## config.mk

```make
export PLATFORM = sky130hd
export DESIGN_NAME = stack_arbiter
export DESIGN_NICKNAME = d
export VERILOG_FILES = /design/src/rtl/stack_pkg.sv /design/src/rtl/stack_ptr.sv /design/src/rtl/stack_arbiter.sv
export SDC_FILE = /design/constraint.sdc
export NUM_CORES = 1
export LEC_CHECK = 0
export ABC_AREA = 1
export CAP_MARGIN = 20
export CORE_MARGIN = 1.5
export CORE_UTILIZATION = 49
export DETAILED_ROUTE_END_ITERATION = 8
export PLACE_DENSITY_LB_ADDON = 0.12
export REMOVE_ABC_BUFFERS = 1
export SLEW_MARGIN = 20
export SYNTH_ARGS = -nofsm -noshare
export SYNTH_HDL_FRONTEND = slang
export SYNTH_SLANG_ARGS = --single-unit
export TNS_END_PERCENT = 5
```

## constraint.sdc

```tcl
create_clock -name clk -period 3.8 [get_ports clk]
set_input_delay 0.57 -clock clk [delete_from_list [all_inputs] [get_ports clk]]
set_output_delay 0.57 -clock clk [all_outputs]
set_load 0.05 [all_outputs]
```

## src/rtl/stack_pkg.sv

```systemverilog
// Shared types and default sizing for the StackArch stack RAM arbiter.
package stack_pkg;

    localparam int DEF_DATA_WIDTH = 16;
    localparam int DEF_RTN_WIDTH  = 11;
    localparam int DEF_DS_DEPTH   = 32;
    localparam int DEF_RS_DEPTH   = 16;

    typedef enum logic [2:0] {
        ST_IDLE = 3'd0,
        ST_WR   = 3'd1,
        ST_RD   = 3'd2,
        ST_WAIT = 3'd3,
        ST_RESP = 3'd4
    } state_t;

    typedef enum logic [1:0] {
        OP_PUSH = 2'd0,
        OP_POP  = 2'd1,
        OP_BAD  = 2'd2
    } op_t;

    typedef enum logic {
        REQ_DS = 1'b0,
        REQ_RS = 1'b1
    } req_t;

endpackage

```

## src/rtl/stack_ptr.sv

```systemverilog
// Stack pointer for one region: next-free-slot counter with full/empty status.
module stack_ptr
    import stack_pkg::*;
#(
    parameter int DEPTH = DEF_DS_DEPTH
) (
    input  logic                       clk,
    input  logic                       rst,
    input  logic                       inc,
    input  logic                       dec,
    output logic [$clog2(DEPTH+1)-1:0] count,
    output logic                       full,
    output logic                       empty
);

    localparam int CW = $clog2(DEPTH + 1);

    logic [CW-1:0] ptr_q;
    logic [CW-1:0] ptr_d;

    assign full  = (ptr_q == CW'(DEPTH));
    assign empty = (ptr_q == '0);
    assign count = ptr_q;

    // Guards keep the pointer in range even if a caller misbehaves.
    always_comb begin
        ptr_d = ptr_q;
        if (inc && !full) begin
            ptr_d = ptr_q + CW'(1);
        end else if (dec && !empty) begin
            ptr_d = ptr_q - CW'(1);
        end
    end

    always_ff @(posedge clk or posedge rst) begin
        if (rst) begin
            ptr_q <= '0;
        end else begin
            ptr_q <= ptr_d;
        end
    end

endmodule

```

## src/rtl/stack_arbiter.sv

```systemverilog
// Shares one single-port stack RAM between the data and routine stacks with round-robin req/ack arbitration.
// Optional sticky overflow/underflow trap flags are enabled by defining STACK_TRAP_EN.
module stack_arbiter
    import stack_pkg::*;
#(
    parameter int DATA_WIDTH = DEF_DATA_WIDTH,
    parameter int RTN_WIDTH  = DEF_RTN_WIDTH,
    parameter int DS_DEPTH   = DEF_DS_DEPTH,
    parameter int RS_DEPTH   = DEF_RS_DEPTH,
    parameter int ADDR_WIDTH = $clog2(DS_DEPTH + RS_DEPTH)
) (
    input  logic                          clk,
    input  logic                          rst,
    input  logic                          ds_push,
    input  logic                          ds_pop,
    input  logic [DATA_WIDTH-1:0]         ds_din,
    output logic [DATA_WIDTH-1:0]         ds_dout,
    output logic                          ds_ack,
    output logic                          ds_err,
    input  logic                          rs_push,
    input  logic                          rs_pop,
    input  logic [RTN_WIDTH-1:0]          rs_din,
    output logic [RTN_WIDTH-1:0]          rs_dout,
    output logic                          rs_ack,
    output logic                          rs_err,
    output logic [$clog2(DS_DEPTH+1)-1:0] ds_count,
    output logic [$clog2(RS_DEPTH+1)-1:0] rs_count,
    output logic                          ds_full,
    output logic                          ds_empty,
    output logic                          rs_full,
    output logic                          rs_empty,
`ifdef STACK_TRAP_EN
    input  logic                          trap_clr,
    output logic                          ovf_trap,
    output logic                          unf_trap,
`endif
    output logic [ADDR_WIDTH-1:0]         mem_addr,
    output logic                          mem_we,
    output logic [DATA_WIDTH-1:0]         mem_wdata,
    input  logic [DATA_WIDTH-1:0]         mem_rdata
);

    localparam logic [ADDR_WIDTH-1:0] RS_BASE = ADDR_WIDTH'(DS_DEPTH);

    state_t                state_q, state_d;
    req_t                  gnt_q, gnt_d;
    req_t                  last_q, last_d;
    logic                  err_q, err_d;
    logic [DATA_WIDTH-1:0] din_q, din_d;
    logic [DATA_WIDTH-1:0] ds_dout_q, ds_dout_d;
    logic [RTN_WIDTH-1:0]  rs_dout_q, rs_dout_d;

    logic ds_req, rs_req;
    req_t sel_gnt;
    logic sel_push, sel_pop, sel_full, sel_empty, sel_reject;
    op_t  sel_op;
    logic ds_inc, ds_dec, rs_inc, rs_dec;

    stack_ptr #(.DEPTH(DS_DEPTH)) u_ds_ptr (
        .clk   (clk),
        .rst   (rst),
        .inc   (ds_inc),
        .dec   (ds_dec),
        .count (ds_count),
        .full  (ds_full),
        .empty (ds_empty)
    );

    stack_ptr #(.DEPTH(RS_DEPTH)) u_rs_ptr (
        .clk   (clk),
        .rst   (rst),
        .inc   (rs_inc),
        .dec   (rs_dec),
        .count (rs_count),
        .full  (rs_full),
        .empty (rs_empty)
    );

    assign ds_req = ds_push | ds_pop;
    assign rs_req = rs_push | rs_pop;

    // Round-robin on ties: whoever was not granted last wins.
    always_comb begin
        if (ds_req && rs_req) begin
            if (last_q == REQ_RS) sel_gnt = REQ_DS;
            else                  sel_gnt = REQ_RS;
        end else if (rs_req) begin
            sel_gnt = REQ_RS;
        end else begin
            sel_gnt = REQ_DS;
        end

        if (sel_gnt == REQ_DS) begin
            sel_push  = ds_push;
            sel_pop   = ds_pop;
            sel_full  = ds_full;
            sel_empty = ds_empty;
        end else begin
            sel_push  = rs_push;
            sel_pop   = rs_pop;
            sel_full  = rs_full;
            sel_empty = rs_empty;
        end

        if (sel_push && sel_pop) sel_op = OP_BAD;
        else if (sel_push)       sel_op = OP_PUSH;
        else                     sel_op = OP_POP;

        sel_reject = (sel_op == OP_BAD)
                   || ((sel_op == OP_PUSH) && sel_full)
                   || ((sel_op == OP_POP) && sel_empty);
    end

    always_comb begin
        state_d   = state_q;
        gnt_d     = gnt_q;
        last_d    = last_q;
        err_d     = err_q;
        din_d     = din_q;
        ds_dout_d = ds_dout_q;
        rs_dout_d = rs_dout_q;
        case (state_q)
            ST_IDLE: begin
                if (ds_req || rs_req) begin
                    gnt_d  = sel_gnt;
                    last_d = sel_gnt;
                    err_d  = sel_reject;
                    din_d  = (sel_gnt == REQ_DS) ? ds_din : DATA_WIDTH'(rs_din);
                    if (sel_reject)            state_d = ST_RESP;
                    else if (sel_op == OP_PUSH) state_d = ST_WR;
                    else                        state_d = ST_RD;
                end
            end
            ST_WR:   state_d = ST_IDLE;
            ST_RD:   state_d = ST_WAIT;
            ST_WAIT: begin
                if (gnt_q == REQ_DS) ds_dout_d = mem_rdata;
                else                 rs_dout_d = mem_rdata[RTN_WIDTH-1:0];
                state_d = ST_RESP;
            end
            ST_RESP: state_d = ST_IDLE;
            default: state_d = ST_IDLE;
        endcase
    end

    always_ff @(posedge clk or posedge rst) begin
        if (rst) begin
            state_q   <= ST_IDLE;
            gnt_q     <= REQ_DS;
            last_q    <= REQ_RS;
            err_q     <= 1'b0;
            din_q     <= '0;
            ds_dout_q <= '0;
            rs_dout_q <= '0;
        end else begin
            state_q   <= state_d;
            gnt_q     <= gnt_d;
            last_q    <= last_d;
            err_q     <= err_d;
            din_q     <= din_d;
            ds_dout_q <= ds_dout_d;
            rs_dout_q <= rs_dout_d;
        end
    end

    assign ds_inc = (state_q == ST_WR) && (gnt_q == REQ_DS);
    assign rs_inc = (state_q == ST_WR) && (gnt_q == REQ_RS);
    assign ds_dec = (state_q == ST_RD) && (gnt_q == REQ_DS);
    assign rs_dec = (state_q == ST_RD) && (gnt_q == REQ_RS);

    // Outputs decode straight from state so an async reset drops mem_we at once.
    always_comb begin
        mem_we   = 1'b0;
        mem_addr = '0;
        case (state_q)
            ST_WR: begin
                mem_we = 1'b1;
                if (gnt_q == REQ_DS) mem_addr = ADDR_WIDTH'(ds_count);
                else                 mem_addr = RS_BASE + ADDR_WIDTH'(rs_count);
            end
            ST_RD: begin
                if (gnt_q == REQ_DS) mem_addr = ADDR_WIDTH'(ds_count) - ADDR_WIDTH'(1);
                else                 mem_addr = RS_BASE + ADDR_WIDTH'(rs_count) - ADDR_WIDTH'(1);
            end
            default: ;
        endcase
    end

    assign mem_wdata = din_q;
    assign ds_dout   = ds_dout_q;
    assign rs_dout   = rs_dout_q;
    assign ds_ack    = ((state_q == ST_WR) || (state_q == ST_RESP)) && (gnt_q == REQ_DS);
    assign rs_ack    = ((state_q == ST_WR) || (state_q == ST_RESP)) && (gnt_q == REQ_RS);
    assign ds_err    = (state_q == ST_RESP) && (gnt_q == REQ_DS) && err_q;
    assign rs_err    = (state_q == ST_RESP) && (gnt_q == REQ_RS) && err_q;

`ifdef STACK_TRAP_EN
    logic ovf_q, unf_q;
    logic ovf_set, unf_set;

    assign ovf_set = (state_q == ST_IDLE) && (ds_req || rs_req) && (sel_op == OP_PUSH) && sel_full;
    assign unf_set = (state_q == ST_IDLE) && (ds_req || rs_req) && (sel_op == OP_POP) && sel_empty;

    always_ff @(posedge clk or posedge rst) begin
        if (rst) begin
            ovf_q <= 1'b0;
            unf_q <= 1'b0;
        end else if (trap_clr) begin
            ovf_q <= 1'b0;
            unf_q <= 1'b0;
        end else begin
            ovf_q <= ovf_q | ovf_set;
            unf_q <= unf_q | unf_set;
        end
    end

    assign ovf_trap = ovf_q;
    assign unf_trap = unf_q;
`endif

endmodule
```

* After elaboration in Yosys (flattened, before gate mapping)
Index checks and enable logic that the tools add are counted.
Widths: inputs -> output; s select.
** Operators by class
- $add $sub $neg :: 6
- Mux-type cells :: 22
- Equal/unequal tests :: 9
- Reductions and logical operators :: 35
- Bitwise operators :: 3
** Operator list (number)
- $mux 6 :: 4
- $logic_and 1x1->1 :: 18
- $mux 16 :: 1
- $pmux 6 s2 :: 1
- $sub 6x1->6 const B :: 2
- $mux 5 :: 2
- $mux 1 :: 9
- $pmux 3 s3 :: 1
- $add 6x1->6 const B :: 1
- $add 6x5->6 const A :: 1
- $eq 3x2->1 const B :: 2
- $eq 6x6->1 const B :: 1
- $logic_not 6->1 :: 1
- $mux 3 :: 2
- $reduce_and 2->1 :: 3
- $add 5x1->5 const B :: 1
- $eq 5x5->1 const B :: 1
- $logic_not 5->1 :: 1
- $sub 5x1->5 const B :: 1
- $logic_not 1->1 :: 4
- $logic_or 1x1->1 :: 4
- $mux 2 :: 2
- $reduce_bool 2->1 :: 2
- $eq 3x1->1 const B :: 1
- other kinds (8) :: 9
** Word-level totals
- Output and inout port bits :: 69
- Register bits after elaboration :: 60
- Logic and storage cells :: 84
- Bits of input ports :: 49

* Depth between registers and ports, before layout
Gate-level depths: netlist of the first run.
- Word-level depth :: 13
- Depth in mapped cells :: 13

* By module
Synthesis of the first run repeated with hierarchy kept, for this count alone.
** Second synthesis, totals
- Cells, all modules :: 400
- Area, all modules :: 3225.6 sq um
** Modules (own cells, without submodules)
- stack_arbiter :: area each 2341.0 sq um, times used 1, seq. area each 1227.4 sq um, cells each 287
- stack_ptr (u_ds_ptr) :: area each 491.7 sq um, times used 1, seq. area each 150.1 sq um, cells each 65
- stack_ptr (u_rs_ptr) :: area each 392.9 sq um, times used 1, seq. area each 125.1 sq um, cells each 48

* Least setup slack after synthesis of the first run
No wires, ideal clock.
- Kind :: flip-flop to output port
- From :: reg u_rs_ptr.ptr_q[0], in the netlist u_rs_ptr.count[0]
- To :: out mem_addr[4]
- Required time :: 3.230 ns
- Path slack :: 1.090 ns
- Cell stages (with the launch flop) :: 8
- Data arrival time :: 2.140 ns
- Path through :: dfrtp_1 inv_1 ha_1 nand3_1 inv_1 o21ai_0 nand3_1 nand2_1
** Between the ends
- Longest elaborated chain between the ends :: 4
- Elaborated cells between the ends (all ways) :: 5
** RTL lines
- start: declaration :: line stack_ptr.sv:18 : logic [CW-1:0] ptr_q;
- start signal: assignment :: line stack_ptr.sv:39 : ptr_q <= ptr_d;
- $add 6x5->6 * :: line stack_arbiter.sv:179, stack_arbiter.sv:183
- $sub 6x1->6 :: line stack_arbiter.sv:183 : else mem_addr = RS_BASE + ADDR_WIDTH'(rs_count) - ADDR_WIDTH'(1);
- $mux 6 :: line stack_arbiter.sv:182 : if (gnt_q == REQ_DS) mem_addr = ADDR_WIDTH'(ds_count) - ADDR_WIDTH'(1);
- $pmux 6 s2 * :: line stack_arbiter.sv:175 : case (state_q)
- end: declaration :: line stack_arbiter.sv:37 : output logic [ADDR_WIDTH-1:0] mem_addr,
Every way passes the cells marked *; elsewhere a longest branch is shown, timed or not.

* Final worst setup path of the first run
Same ends and word-level chain as after synthesis.

==> flow_summary_export.csv, run 1 <==
group,metric,value,unit
floorplanning,row_count,29,
sta,timing.final.crit_share,0.811,
clock_network,postCtsSetupBuffers,0,
critical_path,critPathCapture,"mem_addr[4]",
placed_design,post-dp-hpwl,6.00,mm
synth,synth.avg_cell_area,8.39,µm²
power_and_ir_drop,p_total,5010,µW
global_routing,gr-usage-met2,0.379,
floorplanning,die_w,84.9,µm
floorplanning,ios,118,
cells_and_area,layout-drive-gt1-share,0.111,
sta,max_freq,325,MHz
critical_path,crit_slowest_cell,"clkdlybuf4s50_1",
status,outcome,"complete, but fails checks",
power_and_ir_drop,pwr_density_cell,1070,nW/µm²
clock_network,postCtsHoldBufs,0,
sta,hold_viol,0,
floorplanning,coreArea,6420,µm²
power_and_ir_drop,max-vdd-ir-drop,0.522,mV
critical_path,rrSetupSlack,1550,ps
global_routing,grt_pass1_wl,14.0,mm
global_routing,grt_pass1_vias,3013,
drt,wirelength,8.27,mm
placed_design,gp_congestion,0.930,
sta,setup_viol,0,
synth,ys_seq_area_frac,0.457,
global_routing,use_met1,0.325,
critical_path,crit_arrival,2510,ps
clock_network,cts-root-buf,"clkbuf_8",
clock_network,clock-sinks,60,
placed_design,portBuffers,117,
cells_and_area,syn_to_final_growth,42.0,%
synth,synth_cells,392,
sta,slew_headroom,0.424,
status,violations,"DRC",
critical_path,startpoint,"u_rs_ptr.count[0]",
critical_path,start_kind,"register",
cells_and_area,final_cell_count_no_fill,591,
clock_network,htreeDepth,3,
critical_path,crit_path_max_incr_delay,790,ps
sta,setup_tns,0,ps
global_routing,grt_util_all_layers,0.244,
sta,setup_ws,720,ps
sta,min_period,3080,ps
drt,antenna_left,0,
clock_network,clk_latency,350,ps
sta,rsz0062_at_grt,"false",
placed_design,placed_cells,575,
placed_design,pre_cts_ws,1080,ps
cells_and_area,antenna_cells,0,
synth,netlist_area,3290,µm²
critical_path,timing.rr.start,"gnt_q",
worst_hold_path,hp-start,"ds_dout[4]",
synth,ys_ff_latch,60,
floorplanning,dieArea,7210,µm²
worst_hold_path,hp-class,"register to register",
critical_path,worstPathRequired,3230,ps
critical_path,path_cells,"inv_1 -> ha_1 -> nand3_1 -> inv_1 -> o21ai_0 -> nand3_1 -> nand2_1 -> clkdlybuf4s50_1",
power_and_ir_drop,p_leak,0.00221,µW
clock_network,cts_resized,0,
critical_path,worst_r2r_path_depth,11,
clock_network,cts_tree,"done",
clock_network,clk_path_buf_depth,2,
cells_and_area,fin_nets,566,
drt,drt_iter0_drc,156,
drt,vias_per_cell,5.10,
drt,wl_per_cell,14.0,µm
critical_path,criticalPathCategory,"register to output pin",
global_routing,top_usage_layer,"met2",
synth,yosys_warnings,0,
floorplanning,die-height,84.9,µm
global_routing,gr-total-overflow,0,
clock_network,clk_pin_slew,60,ps
floorplanning,start_util,0.512,
sta,worst-slew-pin-transition,862,ps
job,drv_cap,0,
clock_network,numCtsBuffers,9,
drt,dr_total_vias,3013,
sta,slew_viol_final,0,
drt,drc,9,
global_routing,use_met3,0.0671,
cells_and_area,fill_cells,504,
synth,synth.distinct_cells,31,
critical_path,crit_path_end_kind,"output pin",
global_routing,grt_max_degree,41,
critical_path,r2r-end,"u_rs_ptr.count[4]",
sta,clock_skew,6.60,ps
global_routing,antenna_found_initial,0,
drt,dr.pass1.iters,6,
critical_path,critical_path.max_fanout,5,
-- logic make-up after synthesis --
group / Yosys count / share of synthesized area
buffers and inverters: 58 / 0.0818
muxes: 5 / 0.0228
DFF: 60 / 0.457
adders and majority gates: 8 / 0.0327
AOI/OAI and AO/OA: 76 / 0.133
xor gates and xnor gates: 10 / 0.0266
and+or+nand+nor: 175 / 0.246
-- routing by layer --
layer	up-vias	part of all wire
met3	15	0.061
met5	-	0
li1	1506	-
met4	0	0.021
met1	1387	0.45
met2	105	0.46
-- sequential cells by signal (all words and copies together) (netlist names) --
register / cells
u_rs_ptr.count: 5
last_q: 1
rs_dout: 11
gnt_q: 1
state_q: 3
err_q: 1
u_ds_ptr.count: 6
ds_dout: 16
mem_wdata: 16
-- worst max-delay path: cells and delay by family, from the launching register on --
family / cells / cell delay (ps)
buffers and inverters: 3 / 990
and+or+nand+nor: 3 / 310
AOI/OAI and AO/OA: 1 / 170
adders and majority gates: 1 / 260
DFF: 1 / 440
-- how the worst min path moves through the flow --
stage	end	slack [ps]	cells past startpoint
after floorplan	err_q	450	2
after global placement	ds_dout[5]	460	2
after detailed placement	ds_dout[4]	470	2
after CTS	ds_dout[4]	480	2
after global routing	ds_dout[0]	500	2
final	ds_dout[4]	480	2
-- report_power, final --
part           switching, µW  internal [µW]  total (µW)
clock network            252            339         591
logic                   2150           1040        3190
registers                270            959        1230
total                   2670           2340        5010
-- Yosys cell counts --
| cell | instances | share of area |
|---|---|---|
| a21oi_1 | 8 | 0.012 |
| a22oi_1 | 2 | 0.0046 |
| buf_2 | 5 | 0.0076 |
| buf_6 | 6 | 0.021 |
| clkbuf_1 | 1 | 0.0011 |
| dfrtp_1 | 59 | 0.45 |
| dfstp_2 | 1 | 0.0080 |
| fa_1 | 1 | 0.0061 |
| ha_1 | 7 | 0.027 |
| inv_1 | 41 | 0.047 |
| inv_2 | 5 | 0.0057 |
| mux2_4 | 5 | 0.023 |
| nand2_1 | 96 | 0.11 |
| nand2_2 | 8 | 0.015 |
| nand2_4 | 3 | 0.010 |
| nand3_1 | 23 | 0.035 |
| nand3_4 | 1 | 0.0053 |
| nand4_1 | 3 | 0.0057 |
| nor2_1 | 29 | 0.033 |
| nor2_2 | 1 | 0.0019 |
| nor2_4 | 7 | 0.024 |
| nor3_1 | 3 | 0.0046 |
| nor4_1 | 1 | 0.0019 |
| o2111ai_1 | 1 | 0.0027 |
| o211ai_1 | 3 | 0.0068 |
| o21ai_0 | 24 | 0.037 |
| o21ai_1 | 27 | 0.041 |
| o21ai_2 | 10 | 0.027 |
| o21bai_1 | 1 | 0.0023 |
| xnor2_1 | 1 | 0.0027 |
| xor2_1 | 9 | 0.024 |
-- cell usage in the layout, fill, tap and decap left out, types with 10 or more instances in the layout --
master	Yosys	final
clkdlybuf4s50_1	0	117
nand2_1	96	96
dfrtp_1	59	59
inv_1	41	40
nor2_1	29	29
o21ai_1	27	27
o21ai_0	24	24
nand3_1	23	23
clkbuf_8	0	11
o21ai_2	10	10
-- cell type report --
cell class | count | area [µm²] | share of cell area
clock buffer | 13 | 159 | 0.0340
clock inverter | 3 | 45.0 | 0.00964
inverter | 46 | 173 | 0.0370
multi-input combinational | 274 | 1520 | 0.325
sequential | 60 | 1500 | 0.322
tap | 77 | 96.3 | 0.0206
timing repair buffer | 118 | 1180 | 0.252
-- metrics by stage --
stage / utilization / area (µm²) / hold slack, ps
floorplan: - / 3190 / 450
global placement: 0.696 / 4470 / 464
detailed placement: 0.696 / 4470 / 468
CTS: 0.727 / 4670 / 485
global route: 0.727 / 4670 / 496
finish: 0.727 / 4670 / 481
No activity file was read; power rests on OpenSTA's default activity.
==> run 2, diff against run 1 <==
--- a/config.mk
+++ b/config.mk
@@ -8,7 +8,7 @@
 export ABC_AREA = 1
 export CAP_MARGIN = 20
 export CORE_MARGIN = 1.5
-export CORE_UTILIZATION = 49
+export CORE_UTILIZATION = 45
 export DETAILED_ROUTE_END_ITERATION = 8
 export PLACE_DENSITY_LB_ADDON = 0.12
 export REMOVE_ABC_BUFFERS = 1
==> constraint.sdc (replaced) <==
create_clock -name clk -period 2.95 [get_ports clk]
set_input_delay 0.4425 -clock clk [delete_from_list [all_inputs] [get_ports clk]]
set_output_delay 0.4425 -clock clk [all_outputs]
set_load 0.05 [all_outputs]
==> flow_summary_export.csv, run 2 (synthesized netlist as in run 1, its figures left out) <==
group,metric,value,unit
status,outcome,"completed",
sta,max_freq,360,MHz
clock_network,cts-root-buf,"clkbuf_8",
drt,top_layer,"met4",
global_routing,grt_pass1_wl,13.5,mm
drt,wl_met1,3.50,mm
floorplanning,die-height,88.5,µm
critical_path,timing.rr.start,"u_rs_ptr.count[0]",
cells_and_area,fin_nets,570,
clock_network,htreeDepth,3,
sta,clock_skew,5.71,ps
cells_and_area,syn_to_final_growth,43.8,%
sta,hold_viol,0,
power_and_ir_drop,p_sw_frac,0.531,
placed_design,gp_congestion,0.917,
drt,antenna_left,0,
placed_design,portBuffers,117,
drt,drc,0,
power_and_ir_drop,max-vdd-ir-drop,0.571,mV
clock_network,cts_tree,"done",
power_and_ir_drop,pwr-share-seq,0.241,
sta,min_period,2770,ps
placed_design,post-dp-hpwl,6.11,mm
power_and_ir_drop,power_frac_comb,0.642,
job,drv_cap,0,
power_and_ir_drop,clkPwrFrac,0.116,
sta,worst-slew-pin-transition,536,ps
critical_path,worst_r2r_path_depth,12,
clock_network,postCtsSetupBuffers,0,
sta,setup_tns,0,ps
sta,rsz0062_at_grt,"false",
drt,drt_iter0_drc,123,
critical_path,crit_arrival,2330,ps
critical_path,start_kind,"register",
power_and_ir_drop,p_leak,0.00227,µW
floorplanning,row_count,30,
drt,met3_length,685,µm
cells_and_area,antenna_cells,0,
placed_design,pre_cts_ws,323,ps
floorplanning,start_util,0.474,
sta,timing.final.crit_share,0.940,
critical_path,crit_path_end_kind,"output pin",
power_and_ir_drop,p_int,3040,µW
clock_network,numCtsBuffers,9,
floorplanning,ios,118,
worst_hold_path,hp-class,"input pin to asynchronous set/reset pin",
power_and_ir_drop,pwr_density_cell,1370,nW/µm²
critical_path,criticalPathCategory,"register to output pin",
sta,setup_ws,176,ps
cells_and_area,final_common_cell,"clkdlybuf4s50_1",
sta,slew_headroom,0.642,
drt,wirelength,8.34,mm
clock_network,cts_resized,1,
clock_network,clk_path_buf_depth,2,
critical_path,r2r-end,"u_rs_ptr.count[4]",
floorplanning,dieArea,7830,µm²
sta,slew_viol_final,0,
clock_network,postCtsHoldBufs,0,
cells_and_area,final_cell_mix,"clkdlybuf4s50_1, nand2_1, dfrtp_1",
drt,met2_length,4.06,mm
cells_and_area,layout-drive-gt1-share,0.120,
floorplanning,die_w,88.5,µm
clock_network,clk_pin_slew,70,ps
global_routing,grt_max_degree,28,
drt,vias_per_cell,5.01,
global_routing,gr-total-overflow,0,
drt,dr_total_vias,3078,
drt,wl_per_cell,13.6,µm
global_routing,antenna_found_initial,0,
sta,setup_viol,0,
critical_path,rrSetupSlack,690,ps
global_routing,grt_pass1_vias,2935,
critical_path,critical_path.max_fanout,5,
critical_path,worstPathRequired,2510,ps
drt,dr.pass1.iters,4,
clock_network,clock-sinks,60,
power_and_ir_drop,p_switching,3440,µW
clock_network,clk_latency,330,ps
global_routing,grt_util_all_layers,0.226,
floorplanning,coreArea,6940,µm²
[run 2: changes by cell type in the layout (fill, tap and decap cells not counted)]
cell | previous run | this run
buf_4 | 1 | 5
clkdlybuf4s50_1 | 117 | 114
clkinv_2 | 0 | 2
clkinvlp_4 | 2 | 1
dlymetal6s2s_1 | 0 | 2
clkbuf_1 | 2 | 1
clkdlybuf4s15_1 | 0 | 1
[run 2: power by group through the flow]
stage                     registers (µW)  logic, µW  clock network, µW
final                               1560       4160                753
after global routing                1620       4470                796
after CTS                           1560       4180                769
after detailed placement            1570       4160                  0
after global placement              1550       4120                  0
after floorplan                     2810       1580                  0
[run 2: metrics by stage]
stage / instances / instance area (µm²) / power (µW) / hold slack, ps / utilization
floorplan: 380 / 3190 / 4380 / 450 / -
global placement: 598 / 4520 / 5670 / 463 / 0.651
detailed placement: 598 / 4520 / 5730 / 467 / 0.651
CTS: 614 / 4720 / 6510 / 415 / 0.680
global route: 614 / 4730 / 6880 / 456 / 0.681
finish: 614 / 4730 / 6480 / 415 / 0.681
[run 2: worst max path at each step]
stage / cells past startpoint / slack, ps / to / startpoint
floorplan: 7 / 370 / mem_addr[4] / u_rs_ptr.count[0]
global placement: 8 / 410 / mem_addr[4] / u_rs_ptr.count[0]
CTS: 6 / 100 / mem_addr[2] / u_ds_ptr.count[1]
detailed placement: 8 / 320 / mem_addr[4] / u_rs_ptr.count[0]
global route: 8 / 10 / mem_addr[4] / u_rs_ptr.count[0]
finish: 6 / 180 / mem_addr[1] / u_rs_ptr.count[0]
[run 2: area by class of cell]
class,instances,area [µm²]
Timing Repair Buffer,122,1210
Sequential cell,60,1500
Fill cell,576,2210
Tap cell,96,120
Clock buffer,12,155
Multi-Input combinational cell,274,1520
Inverter,46,173
Clock inverter,4,47.5
[run 2: worst max-delay path, stage by stage, from the launching register on]
cell and delay (ps):
dfrtp_1 440, inv_1 130, ha_1 320, nor3_1 180, a21oi_1 60, nand2_1 60
clkdlybuf4s50_1 810
[run 2: layer usage]
layer  vias up  GRT usage
met3        10     0.0578
met2       123      0.371
met5         -          0
met4         0      0.102
li1       1513          -
met1      1432      0.281
==> run 3, diff against run 2 <==
--- a/config.mk
+++ b/config.mk
@@ -9,9 +9,11 @@
 export CAP_MARGIN = 20
 export CORE_MARGIN = 1.5
 export CORE_UTILIZATION = 45
+export CTS_CLUSTER_DIAMETER = 100
 export DETAILED_ROUTE_END_ITERATION = 8
 export PLACE_DENSITY_LB_ADDON = 0.12
 export REMOVE_ABC_BUFFERS = 1
+export SKIP_LAST_GASP = 1
 export SLEW_MARGIN = 20
 export SYNTH_ARGS = -nofsm -noshare
 export SYNTH_HDL_FRONTEND = slang
==> flow_summary_export.csv, run 3 (synthesized netlist as in run 1, its figures left out) <==
group,metric,value,unit
critical_path,worst_r2r_path_depth,12,
critical_path,path_cells,"inv_1 -> ha_1 -> xor2_1 -> nand2_1 -> o2111ai_1 -> clkdlybuf4s50_1",
critical_path,crit_path_end_kind,"output pin",
floorplanning,row_count,30,
floorplanning,die_w,88.5,µm
job,drv_cap,0,
sta,rsz0062_at_grt,"true",
critical_path,criticalPathCategory,"register to output pin",
floorplanning,coreArea,6940,µm²
critical_path,worstPathRequired,2510,ps
drt,top_layer,"met4",
drt,antenna_left,0,
clock_network,postCtsHoldBufs,0,
cells_and_area,antenna_cells,0,
clock_network,htreeDepth,3,
global_routing,grt_util_all_layers,0.226,
power_and_ir_drop,max-vdd-ir-drop,0.571,mV
global_routing,grt_max_degree,28,
clock_network,cts_tree,"done",
global_routing,antenna_found_initial,0,
drt,drc,0,
clock_network,clk_pin_slew,70,ps
power_and_ir_drop,p_sw_frac,0.531,
cells_and_area,final_cell_mix,"clkdlybuf4s50_1, nand2_1, dfrtp_1",
power_and_ir_drop,pwr-share-seq,0.241,
cells_and_area,stdcell_area,4730,µm²
placed_design,gp_congestion,0.917,
drt,wirelength,8.30,mm
critical_path,crit_arrival,2390,ps
sta,hold_viol,0,
power_and_ir_drop,p_leak,0.00226,µW
power_and_ir_drop,pwr_density_cell,1370,nW/µm²
sta,setup_viol,0,
drt,wl_met1,3.54,mm
placed_design,post-dp-hpwl,6.11,mm
floorplanning,die-height,88.5,µm
sta,worst-slew-pin-transition,536,ps
drt,drt_iter0_drc,123,
placed_design,placed_area,4520,µm²
sta,slew_viol_final,0,
critical_path,crit_path_max_incr_delay,830,ps
critical_path,critical_path.max_fanout,6,
drt,met2_length,4.04,mm
global_routing,grt_pass1_vias,2935,
drt,dr.pass1.iters,4,
sta,clock_skew,5.26,ps
critical_path,path_delay_family,"buffers and inverters",
sta,slew_headroom,0.642,
global_routing,grt_pass1_wl,13.5,mm
drt,met3_length,643,µm
power_and_ir_drop,p_int,3040,µW
worst_hold_path,hp-class,"input pin to asynchronous set/reset pin",
power_and_ir_drop,clkPwrFrac,0.116,
cells_and_area,final_common_cell,"clkdlybuf4s50_1",
cells_and_area,layout-drive-gt1-share,0.120,
drt,vias_per_cell,4.98,
critical_path,r2r-end,"u_rs_ptr.count[4]",
global_routing,gr-total-overflow,0,
floorplanning,dieArea,7830,µm²
clock_network,cts-root-buf,"clkbuf_8",
drt,dr_total_vias,3055,
cells_and_area,syn_to_final_growth,43.7,%
drt,wl_per_cell,13.5,µm
sta,min_period,2830,ps
critical_path,rrSetupSlack,690,ps
critical_path,start_kind,"register",
power_and_ir_drop,power_frac_comb,0.642,
floorplanning,start_util,0.474,
critical_path,crit_buf_inv,2,
cells_and_area,fin_nets,570,
power_and_ir_drop,p_total,6470,µW
critical_path,crit_slowest_cell,"clkdlybuf4s50_1",
cells_and_area,final_util,0.681,
sta,max_freq,353,MHz
clock_network,clk_latency,330,ps
placed_design,portBuffers,117,
clock_network,numCtsBuffers,9,
clock_network,clk_path_buf_depth,2,
sta,timing.final.crit_share,0.961,
power_and_ir_drop,p_switching,3440,µW
status,outcome,"completed",
clock_network,clock-sinks,60,
critical_path,timing.rr.start,"u_rs_ptr.count[0]",
floorplanning,ios,118,
-- run 3: cell type report --
type,instances,area (µm²)
well taps,96,120
multi-input cells,274,1520
inverters,46,173
fillers,577,2220
flip-flops and latches,60,1500
repair buffers,122,1210
clock buffers,12,155
clock inverters,4,47.5
-- run 3: routing by layer --
metal | global-route usage | vias up
li1 | - | 1512
met2 | 0.371 | 116
met4 | 0.102 | 0
met5 | 0 | -
met1 | 0.281 | 1419
met3 | 0.0578 | 8
-- run 3: power groups by stage --
stage | clock, µW | sequential (µW) | combinational (µW)
floorplan | 0 | 2810 | 1580
global placement | 0 | 1550 | 4120
detailed placement | 0 | 1570 | 4160
CTS | 769 | 1560 | 4180
global route | 796 | 1620 | 4470
finish | 752 | 1560 | 4160
-- run 3: how the worst max path moves through the flow --
stage	start	cells past startpoint	slack, ps	to
floorplan	u_rs_ptr.count[0]	7	370	mem_addr[4]
global placement	u_rs_ptr.count[0]	8	410	mem_addr[4]
detailed placement	u_rs_ptr.count[0]	8	320	mem_addr[4]
CTS	u_ds_ptr.count[1]	6	100	mem_addr[2]
global route	u_rs_ptr.count[0]	8	-20	mem_addr[4]
finish	u_ds_ptr.count[1]	6	120	mem_addr[2]
-- run 3: repair_timing --
action                                  CTS  global route
endpoints found under the setup margin    1             3
setup buffers                             0             0
pin swaps                                 0             0
resized for setup                         1             1
-- run 3: stage by stage --
stage	TNS, ps	hold WS [ps]	setup WS (ps)	instances
global route	-23.1	456	-15.7	614
detailed placement	0	467	323	598
floorplan	0	450	368	380
CTS	0	415	95.6	614
finish	0	419	116	614
global placement	0	463	412	598
